### config.mk
export PLATFORM = sky130hd
export DESIGN_NAME = level_triggered_data_capture
export DESIGN_NICKNAME = d
export VERILOG_FILES = /design/src/rtl/level_triggered_data_capture.sv
export SDC_FILE = /design/constraint.sdc
export NUM_CORES = 1
export LEC_CHECK = 0
export BUFFER_PORTS_ARGS = -buffer_cell sky130_fd_sc_hd__buf_2
export CAP_MARGIN = 10
export CELL_PAD_IN_SITES_DETAIL_PLACEMENT = 1
export CELL_PAD_IN_SITES_GLOBAL_PLACEMENT = 2
export CORE_MARGIN = 4
export CORE_UTILIZATION = 41
export DETAILED_ROUTE_END_ITERATION = 8
export HOLD_SLACK_MARGIN = 0.06
export PLACE_DENSITY_LB_ADDON = 0.1
export SLEW_MARGIN = 25
export SYNTH_ARGS = -nofsm -noshare
export SYNTH_HDL_FRONTEND = slang
export SYNTH_SLANG_ARGS = --single-unit
### constraint.sdc
create_clock -name clk -period 2.8 [get_ports clk]
set_clock_uncertainty 0.1 [all_clocks]
set_input_delay 0.14 -clock clk [delete_from_list [all_inputs] [get_ports clk]]
set_output_delay 0.14 -clock clk [all_outputs]
set_load 0.02 [all_outputs]
### src/rtl/level_triggered_data_capture.sv
// -----------------------------------------------------------------------------
// level_triggered_data_capture
//
// Receive-side stage fed by the serial shifter. sda changes while sclk is low
// and is valid while sclk is high. Both lines are oversampled with clk; sda is
// sampled once, SAMPLE_DLY cycles into each synchronised sclk high level, and
// the bits are assembled MSB first. Completed words go to a one-entry output
// holding register with a valid/ready handshake. If that register is still
// full when a new word completes, the new word is dropped and the sticky
// overrun flag is set. If no sclk edge arrives for TIMEOUT cycles, a partial
// word is discarded and frame_err pulses for one cycle.
//
// Ports:
//   clk         fast system clock
//   rst_n       asynchronous active-low reset
//   sclk        serial clock from the shifter (asynchronous to clk)
//   sda         serial data from the shifter
//   data_out    last completed word
//   data_valid  data_out holds an unconsumed word
//   data_ready  consumer accepts data_out when high together with data_valid
//   overrun     sticky: a completed word was dropped
//   frame_err   one-cycle pulse: partial word discarded on timeout
//   bit_cnt     bits collected in the current word
// -----------------------------------------------------------------------------
module level_triggered_data_capture #(
    parameter int DATA_W      = 8,
    parameter int SYNC_STAGES = 2,
    parameter int SAMPLE_DLY  = 25,
    parameter int TIMEOUT     = 255
) (
    input  logic                          clk,
    input  logic                          rst_n,
    input  logic                          sclk,
    input  logic                          sda,
    output logic [DATA_W-1:0]             data_out,
    output logic                          data_valid,
    input  logic                          data_ready,
    output logic                          overrun,
    output logic                          frame_err,
    output logic [$clog2(DATA_W+1)-1:0]   bit_cnt
);

    localparam int CNT_W  = $clog2(DATA_W + 1);
    localparam int DLY_W  = $clog2(SAMPLE_DLY + 1);
    localparam int IDLE_W = $clog2(TIMEOUT + 1);
    // Fewer than two synchroniser flops is never safe, so clamp it here.
    localparam int SYNC_N = (SYNC_STAGES < 2) ? 2 : SYNC_STAGES;

    typedef enum logic [1:0] {
        ST_IDLE,
        ST_HIGH_WAIT,
        ST_SAMPLED
    } state_t;

    // ------------------------------------------------------------------
    // Synchronisers. Stage 0 captures the pin; the last stage is the
    // version used by the rest of the logic.
    // ------------------------------------------------------------------
    logic [SYNC_N-1:0] sclk_sync_q, sclk_sync_d;
    logic [SYNC_N-1:0] sda_sync_q,  sda_sync_d;

    genvar gi;
    generate
        for (gi = 0; gi < SYNC_N; gi++) begin : g_sync
            if (gi == 0) begin : g_first
                assign sclk_sync_d[gi] = sclk;
                assign sda_sync_d[gi]  = sda;
            end else begin : g_rest
                assign sclk_sync_d[gi] = sclk_sync_q[gi-1];
                assign sda_sync_d[gi]  = sda_sync_q[gi-1];
            end
        end
    endgenerate

    logic sclk_s, sda_s;
    assign sclk_s = sclk_sync_q[SYNC_N-1];
    assign sda_s  = sda_sync_q[SYNC_N-1];

    logic sclk_prev_q, sclk_prev_d;
    logic sclk_rise, sclk_edge;

    assign sclk_prev_d = sclk_s;
    assign sclk_rise   = sclk_s & ~sclk_prev_q;
    assign sclk_edge   = sclk_s ^ sclk_prev_q;

    // ------------------------------------------------------------------
    // Receive state
    // ------------------------------------------------------------------
    state_t              state_q,    state_d;
    logic [DLY_W-1:0]    dly_cnt_q,  dly_cnt_d;
    logic [DATA_W-1:0]   shreg_q,    shreg_d;
    logic [CNT_W-1:0]    bit_cnt_q,  bit_cnt_d;
    logic [IDLE_W-1:0]   idle_cnt_q, idle_cnt_d;
    logic                frame_err_q, frame_err_d;

    logic [DATA_W-1:0]   data_out_q,   data_out_d;
    logic                data_valid_q, data_valid_d;
    logic                overrun_q,    overrun_d;

    logic                word_done;
    logic                timeout_hit;

    // bit_cnt sits at DATA_W for exactly one cycle after the last sample;
    // that cycle is the word transfer.
    assign word_done = (bit_cnt_q == CNT_W'(DATA_W));

    // The cycle in which idle_cnt steps onto TIMEOUT. idle_cnt saturates
    // there, so this fires once per stall and re-arms only after an edge.
    assign timeout_hit = !sclk_edge && (idle_cnt_q == IDLE_W'(TIMEOUT - 1));

    // ------------------------------------------------------------------
    // Next-state logic: FSM, shift register, counters
    // ------------------------------------------------------------------
    always_comb begin
        state_d     = state_q;
        dly_cnt_d   = dly_cnt_q;
        shreg_d     = shreg_q;
        bit_cnt_d   = bit_cnt_q;
        idle_cnt_d  = idle_cnt_q;
        frame_err_d = 1'b0;

        case (state_q)
            ST_IDLE: begin
                if (sclk_rise) begin
                    dly_cnt_d = '0;
                    state_d   = ST_HIGH_WAIT;
                end
            end
            ST_HIGH_WAIT: begin
                if (!sclk_s) begin
                    // High level ended before the sample point: a glitch.
                    // Nothing is shifted and bit_cnt is left alone.
                    state_d = ST_IDLE;
                end else if (dly_cnt_q == DLY_W'(SAMPLE_DLY - 1)) begin
                    shreg_d   = {shreg_q[DATA_W-2:0], sda_s};
                    bit_cnt_d = bit_cnt_q + 1'b1;
                    state_d   = ST_SAMPLED;
                end else begin
                    dly_cnt_d = dly_cnt_q + 1'b1;
                end
            end
            ST_SAMPLED: begin
                // One sample per high level; wait for sclk to drop.
                if (!sclk_s) begin
                    state_d = ST_IDLE;
                end
            end
            default: begin
                state_d = ST_IDLE;
            end
        endcase

        // A sample cannot coincide with the transfer cycle because the FSM
        // is in SAMPLED until sclk falls, so this override loses nothing.
        if (word_done) begin
            bit_cnt_d = '0;
        end

        if (sclk_edge) begin
            idle_cnt_d = '0;
        end else if (idle_cnt_q != IDLE_W'(TIMEOUT)) begin
            idle_cnt_d = idle_cnt_q + 1'b1;
        end

        if (timeout_hit && (bit_cnt_q != '0) && !word_done) begin
            frame_err_d = 1'b1;
            bit_cnt_d   = '0;
            shreg_d     = '0;
            state_d     = ST_IDLE;
        end
    end

    // ------------------------------------------------------------------
    // Output holding register and handshake
    // ------------------------------------------------------------------
    always_comb begin
        data_out_d   = data_out_q;
        data_valid_d = data_valid_q;
        overrun_d    = overrun_q;

        if (word_done) begin
            // An accept in the same cycle frees the register for the new word.
            if (!data_valid_q || data_ready) begin
                data_out_d   = shreg_q;
                data_valid_d = 1'b1;
            end else begin
                overrun_d = 1'b1;
            end
        end else if (data_valid_q && data_ready) begin
            data_valid_d = 1'b0;
        end
    end

    // ------------------------------------------------------------------
    // Registers
    // ------------------------------------------------------------------
    always_ff @(posedge clk or negedge rst_n) begin
        if (!rst_n) begin
            sclk_sync_q  <= '0;
            sda_sync_q   <= '0;
            sclk_prev_q  <= 1'b0;
            state_q      <= ST_IDLE;
            dly_cnt_q    <= '0;
            shreg_q      <= '0;
            bit_cnt_q    <= '0;
            idle_cnt_q   <= '0;
            frame_err_q  <= 1'b0;
            data_out_q   <= '0;
            data_valid_q <= 1'b0;
            overrun_q    <= 1'b0;
        end else begin
            sclk_sync_q  <= sclk_sync_d;
            sda_sync_q   <= sda_sync_d;
            sclk_prev_q  <= sclk_prev_d;
            state_q      <= state_d;
            dly_cnt_q    <= dly_cnt_d;
            shreg_q      <= shreg_d;
            bit_cnt_q    <= bit_cnt_d;
            idle_cnt_q   <= idle_cnt_d;
            frame_err_q  <= frame_err_d;
            data_out_q   <= data_out_d;
            data_valid_q <= data_valid_d;
            overrun_q    <= overrun_d;
        end
    end

    assign data_out   = data_out_q;
    assign data_valid = data_valid_q;
    assign overrun    = overrun_q;
    assign frame_err  = frame_err_q;
    assign bit_cnt    = bit_cnt_q;

endmodule

==> results of run 1 <==
## how the worst max path moves through the flow
stage	start	end	slack [ns]	cells after the start
2_1_floorplan	sclk_sync_q[1]	state_q[0]	1.08	6
3_3_place_gp	bit_cnt[0]	data_out[5]	0.87	5
3_5_place_dp	bit_cnt[0]	data_out[4]	0.72	5
4_1_cts	bit_cnt[0]	data_out[4]	0.70	5
5_1_grt	bit_cnt[0]	data_out[3]	0.55	5
6_report	bit_cnt[0]	data_out[4]	0.68	5
## through the flow
stage / worst slack, ns / hold slack, ns / utilization, %
after global routing: 0.553 / 0.279 / 50.0
after global placement: 0.872 / 0.149 / 46.5
after CTS: 0.703 / 0.259 / 49.9
after floorplan: 1.08 / -0.256 / -
after detailed placement: 0.721 / 0.151 / 46.5
final: 0.685 / 0.257 / 50.0
## cells by family (layout without fill, tap and decap cells)
| family | Yosys count | count (layout) |
|---|---|---|
| and+or+nand+nor | 53 | 53 |
| AOI/OAI and AO/OA | 44 | 44 |
| DFF | 43 | 43 |
| buffers and inverters | 18 | 41 |
| muxes | 12 | 12 |
| adders and majority gates | 7 | 7 |
## layer usage
metal	GRT usage (%)	up-vias
li1	-	685
met1	21.5	759
met2	27.2	33
met3	3.16	6
met4	5.34	0
met5	0	-
## cell type report
class                           count  share of cell area, %
Clock buffer                        5                   3.08
Clock inverter                      3                   1.96
Inverter                            9                   1.51
Multi-Input combinational cell    116                   35.9
Sequential cell                    43                   48.1
Tap cell                           52                   2.91
Timing Repair Buffer               24                   6.49
## power breakdown
part / total, W / switching [W] / internal, W
Sequential: 0.000671 / 0.0000274 / 0.000643
Combinational: 0.0000928 / 0.0000539 / 0.0000388
Clock: 0.000482 / 0.000216 / 0.000266
Total: 0.00125 / 0.000298 / 0.000948
## timing repair
item	4_1_cts	5_1_grt
hold buffers	4	0
setup buffers	0	0
setup endpoints to repair	0	0
endpoints found under the hold margin	47	0
## worst max-delay path, cell delays in order, from the launching register on
cell      delay [ns]
dfrtp_1         0.44
inv_1           0.10
ha_1            0.16
nand3b_1        0.20
nor2b_1         0.60
mux2_2          0.41
## sequential cells by signal, summed over array words and instances, names as in the netlist, 2 cells and up
register     count
idle_cnt_q       8
sclk_sync_q      2
shreg_q          8
state_q          2
sda_sync_q       2
data_out         8
dly_cnt_q        5
bit_cnt          4
## cells in the final DEF, fill, tap and decap left out, drive strengths merged
cell type / instances
dfrtp: 43
buf: 20
nand3: 16
o21ai: 15
a21oi: 14
inv: 9
nand2: 9
mux2: 8
ha: 7
nand4: 5
clkbuf: 5
nor2b: 4
a31oi: 4
mux2i: 4
dlygate4sd3: 4
o31ai: 3
and3: 3
and3b: 2
nand3b: 2
or4: 2
o211ai: 2
nand2b: 2
nor3b: 2
o21bai: 2
o311a: 2
clkinv: 2
nor3: 1
and4b: 1
nand4b: 1
or3b: 1
a31o: 1
nor4: 1
and4: 1
a211oi: 1
bufinv: 1
==> impl_metrics.yaml, run 1 <==
synthesis:
  synth_most_common_cell: "dfrtp_1"
  synth-simple-area-share_pct: 16.7
  synth_top_family_by_area: "simple AND/OR/NAND/NOR gates"
  syn_area_per_cell_um2: 11.0
  synth_common_cells: "dfrtp_1, nand3_1, a21oi_1, o21ai_0"
  ys_warn_count: 0
  synth_top_flop_cell: "dfrtp_1"
  synth_xor_area_share_pct: 0
  synth_edf_count: 0
  synth.area.top_cells: "dfrtp_1, mux2_2, ha_1"
  synth_nets: 189
  synth_compound_area_share_pct: 13.2
  synth_top_area_share_pct: 55.0
  seq_area_frac_synth_pct: 55.0
  synth_mux_area_share_pct: 6.65
  netlist_instances: 177
  synthAdderAreaFrac_pct: 4.48
  synth_area_um2: 1960
  synth-seq-cells: 43
  ys_types: 34
  async_flop_share_pct: 100
  post-synth-top-area-cell: "dfrtp_1"
clock_tree:
  cts_tree: "yes"
  clk_latency_ns: 0.29
  cts.path.max_buffers: 2
  clk_transition_reported_paths_ns: 0.09
  h-tree-depth: 2
  cts_sinks: 43
  cts_buffers: 5
  cts_root_buffer: "clkbuf_8"
  ctsResizeCount: 0
timing:
  finalHoldViolations: 0
  max_slew_margin_pct: 54.5
  fmaxAchievable_mhz: 473
  slew_viol_final: 0
  rsz0062_at_grt: "false"
  setup_viol: 0
  fin_crit_sh_pct: 75.5
  worstMarginPinSlew_ns: 0.682
  finalSetupTns_ns: 0
  fin_crit_ns: 2.12
routing:
  top_layer: "met4"
  dr.first_iter.drc_count: 86
  wl_met2_um: 2100
  wl_um: 4390
  dr_wl_met3_um: 186
  ant_nets: 0
  wl_met1_um: 2050
  viasPerCell: 5.88
  routedWlPerCell_um: 17.4
  drc: 0
  drtPass1Iterations: 4
  vias: 1483
worst_setup_path:
  crit_arrival_ns: 2.20
  crit_path_start_kind: "register"
  timing.rr.end: "data_out[4]"
  cp-end-kind: "register"
  r2r-start: "bit_cnt[0]"
  ff2ff_path_depth: 5
  reg2reg_slack_ns: 0.68
  cp_max_fo: 8
  crit_required_ns: 2.88
  crit_type: "register to register"
placement:
  io_buffer_count: 19
  dp.final_hpwl_um: 3070
  place_area_um2: 2080
  place_inst: 240
  gp_congestion: 0.736
cells_and_area:
  n_antenna_cell: 0
  register_area_um2: 1080
  instances_no_fill: 252
  drive_above_1_share_pct: 19.5
  final_area_um2: 2240
  n_fill_cell: 502
  syn2layout_area_growth_pct: 14.3
  multi_input_area_um2: 803
  fin_nets: 211
outcome:
  outcome: "complete, no violations"
die:
  dieArea_um2: 5940
  core_um2: 4470
  initial_core_util_pct: 43.7
  die_h_um: 77.1
  fp.dieW_um: 77.1
  num_rows: 24
  ioPinCount: 20
hold_path:
  min_path_type: "input port to async pin"
global_route:
  grt_pass1_vias: 1567
  grt_first_pass_wirelength_um: 7870
  grt_max_degree: 44
  gr-total-overflow: 0
  antenna_found_initial: 0
  track_usage_pct: 16.4
power:
  power_leakage_nw: 1.07
  power_density_nw_per_um2: 557
  power_w: 0.00125
  ir_drop_mv: 0.280
flow_run:
  cap_violations: 0
Power figures use the tool's default switching activity.
==> run 2: changes to the inputs <==
- ABC_AREA: default -> 1
- CORE_UTILIZATION: 41 -> 32
- clock period: 2.8 -> 1.8 ns (I/O delays scaled with it)
==> run 2 against run 1 <==
Against the previous run:
- register-to-register slack worse by 0.52 ns
- sequential share of layout area down 2.7 points
- sequential power increased by 58%
- worst hold slack worse by 0.17 ns
- worst setup slack worse by 0.52 ns
- non-clock buffer count increased by 4
==> impl_metrics.yaml, run 2 <==
worst_setup_path:
  slowest_stage: "dfrtp_1"
  crit_arrival_ns: 1.70
  cp_max_fo: 10
  crit_required_ns: 1.86
  reg2reg_slack_ns: 0.17
  crit_path_start_kind: "register"
  crit_type: "register to register"
  timing.rr.end: "state_q[1]"
  r2r-start: "sclk_sync_q[1]"
  crit_end: "state_q[1]"
  setup.worst_path.start: "sclk_sync_q[1]"
  crit_path_cell_trace: "ha_1, nand2_1, nor2_1, nand4_2, inv_1, a21oi_1"
  cp-end-kind: "register"
  ff2ff_path_depth: 6
  cp_slowest_stage_delay_ns: 0.39
power:
  power_w: 0.00185
  netSwitchingPower_w: 0.000484
  p_int_w: 0.00137
  combinationalPowerShare_pct: 10.4
  power_leakage_nw: 1.23
  seqPwrFrac_pct: 57.3
  ir_drop_mv: 0.295
  switching_share_pct: 26.2
  power_density_nw_per_um2: 780
  clkPwrFrac_pct: 32.2
clock_tree:
  clk_transition_reported_paths_ns: 0.08
  cts_buffers: 5
  h-tree-depth: 2
  cts_sinks: 43
  cts_tree: "yes"
  cts.path.max_buffers: 2
  clk_latency_ns: 0.29
  cts_root_buffer: "clkbuf_8"
routing:
  routedWlPerCell_um: 12.9
  viasPerCell: 4.53
  ant_nets: 0
  dr.first_iter.drc_count: 54
  vias: 1544
  wl_um: 4390
  drc: 0
  drtPass1Iterations: 4
hold_path:
  min_path_type: "input port to register"
  holdPathStages: 4
die:
  fp.dieW_um: 87.8
  num_rows: 28
  ioPinCount: 20
  dieArea_um2: 7710
  initial_core_util_pct: 33.6
  core_um2: 6060
  die_h_um: 87.8
cells_and_area:
  fin_nets: 277
  syn2layout_area_growth_pct: 16.5
  n_antenna_cell: 0
  final_common_cell: "nand2_1"
  mostFrequentLayoutCells: "nand2_1, dfrtp_1, inv_1, buf_2, o21ai_0"
  drive_above_1_share_pct: 19.5
synthesis:
  synth_area_um2: 2040
  synth_nets: 245
  synth_top_area_share_pct: 52.8
  netlist_instances: 233
  post-synth-top-area-cell: "dfrtp_1"
  ys_warn_count: 0
  synth.area.top_cells: "dfrtp_1, nand2_1, inv_1"
  async_flop_share_pct: 100
  ys_types: 26
  synth_common_cells: "nand2_1, dfrtp_1, inv_1"
  synth_top_flop_cell: "dfrtp_1"
  synth-seq-cells: 43
  seq_area_frac_synth_pct: 52.8
  synth_edf_count: 0
  synth_most_common_cell: "nand2_1"
  syn_area_per_cell_um2: 8.74
flow_run:
  cap_violations: 0
placement:
  dp.final_hpwl_um: 3310
  io_buffer_count: 19
  gp_congestion: 0.716
global_route:
  grt_first_pass_wirelength_um: 7930
  grt_max_degree: 27
  antenna_found_initial: 0
  gr-total-overflow: 0
  grt_pass1_vias: 1647
  track_usage_pct: 13.3
timing:
  slew_viol_final: 0
  timing.hold.ws_ns: 0.0851
  setup_viol: 0
  finalHoldViolations: 0
  fmaxAchievable_mhz: 612
  max_slew_margin_pct: 69.1
  worstMarginPinSlew_ns: 0.464
  fin_crit_sh_pct: 90.7
  fin_crit_ns: 1.63
outcome:
  outcome: "complete, no violations"
==> run 2: cell type report <==
| class | instances | area, um2 |
|---|---|---|
| Timing Repair Buffer | 28 | 183 |
| Tap cell | 75 | 93.8 |
| Multi-Input combinational cell | 150 | 798 |
| Fill cell | 732 | 3690 |
| Inverter | 37 | 139 |
| Sequential cell | 43 | 1080 |
| Clock inverter | 1 | 5.00 |
| Clock buffer | 7 | 76.3 |
==> run 2: per-layer routing <==
metal	routed length [um]	GRT usage, %
met4	51	3.35
met1	2110	17.7
met3	138	3.39
met5	0	0
met2	2090	21.6
==> run 2: per-stage QoR <==
stage / instances / area [um2] / setup TNS [ns] / util (%) / setup WS, ns
3_5_place_dp: 329 / 2250 / 0 / 37.2 / 0.144
5_1_grt: 341 / 2370 / -0.0298 / 39.1 / -0.0249
3_3_place_gp: 329 / 2250 / 0 / 37.2 / 0.222
2_1_floorplan: 233 / 2040 / 0 / - / 0.222
4_1_cts: 340 / 2360 / 0 / 39.0 / 0.127
6_report: 341 / 2370 / 0 / 39.1 / 0.167
==> run 2: worst min-delay path by stage <==
stage	end	start	slack, ns
floorplan	bit_cnt[0]	rst_n	-0.31
finish	data_valid	data_ready	0.09
detailed placement	dly_cnt_q[1]	rst_n	-0.02
global placement	dly_cnt_q[1]	rst_n	-0.01
CTS	data_valid	data_ready	0.09
global route	data_valid	data_ready	0.13
==> run 2: kinds of logic after synthesis <==
family / Yosys count / share of synthesized area [%]
AND/OR/NAND/NOR: 105 / 23.4
AO/OA/AOI/OAI: 36 / 10.6
adder cells (fa/ha/maj): 7 / 4.30
XOR/XNOR: 2 / 0.860
buffers and inverters: 40 / 7.98
flip-flops: 43 / 52.8
==> run 2: power groups by stage <==
stage | clock network [W] | logic, W | registers, W
after global routing | 0.000672 | 0.000229 | 0.00107
after detailed placement | 0 | 0.000195 | 0.00108
after CTS | 0.000637 | 0.000201 | 0.00106
final | 0.000597 | 0.000193 | 0.00106
after floorplan | 0 | 0.000125 | 0.00107
after global placement | 0 | 0.000191 | 0.00108
==> run 2: repair_timing <==
action	in CTS	in global routing
endpoints found under the setup margin	0	2
endpoints found under the hold margin	45	0
buffers inserted	0	1
hold buffers	3	0
gates resized for setup	0	1
==> run 2: critical path: cells and delay by family, from the launching register on <==
kind                     cells  cell delay, ns
AO/OA/AOI/OAI                1            0.06
flip-flops                   1            0.39
AND/OR/NAND/NOR              3            0.48
adder cells (fa/ha/maj)      1            0.29
buffers and inverters        1            0.18
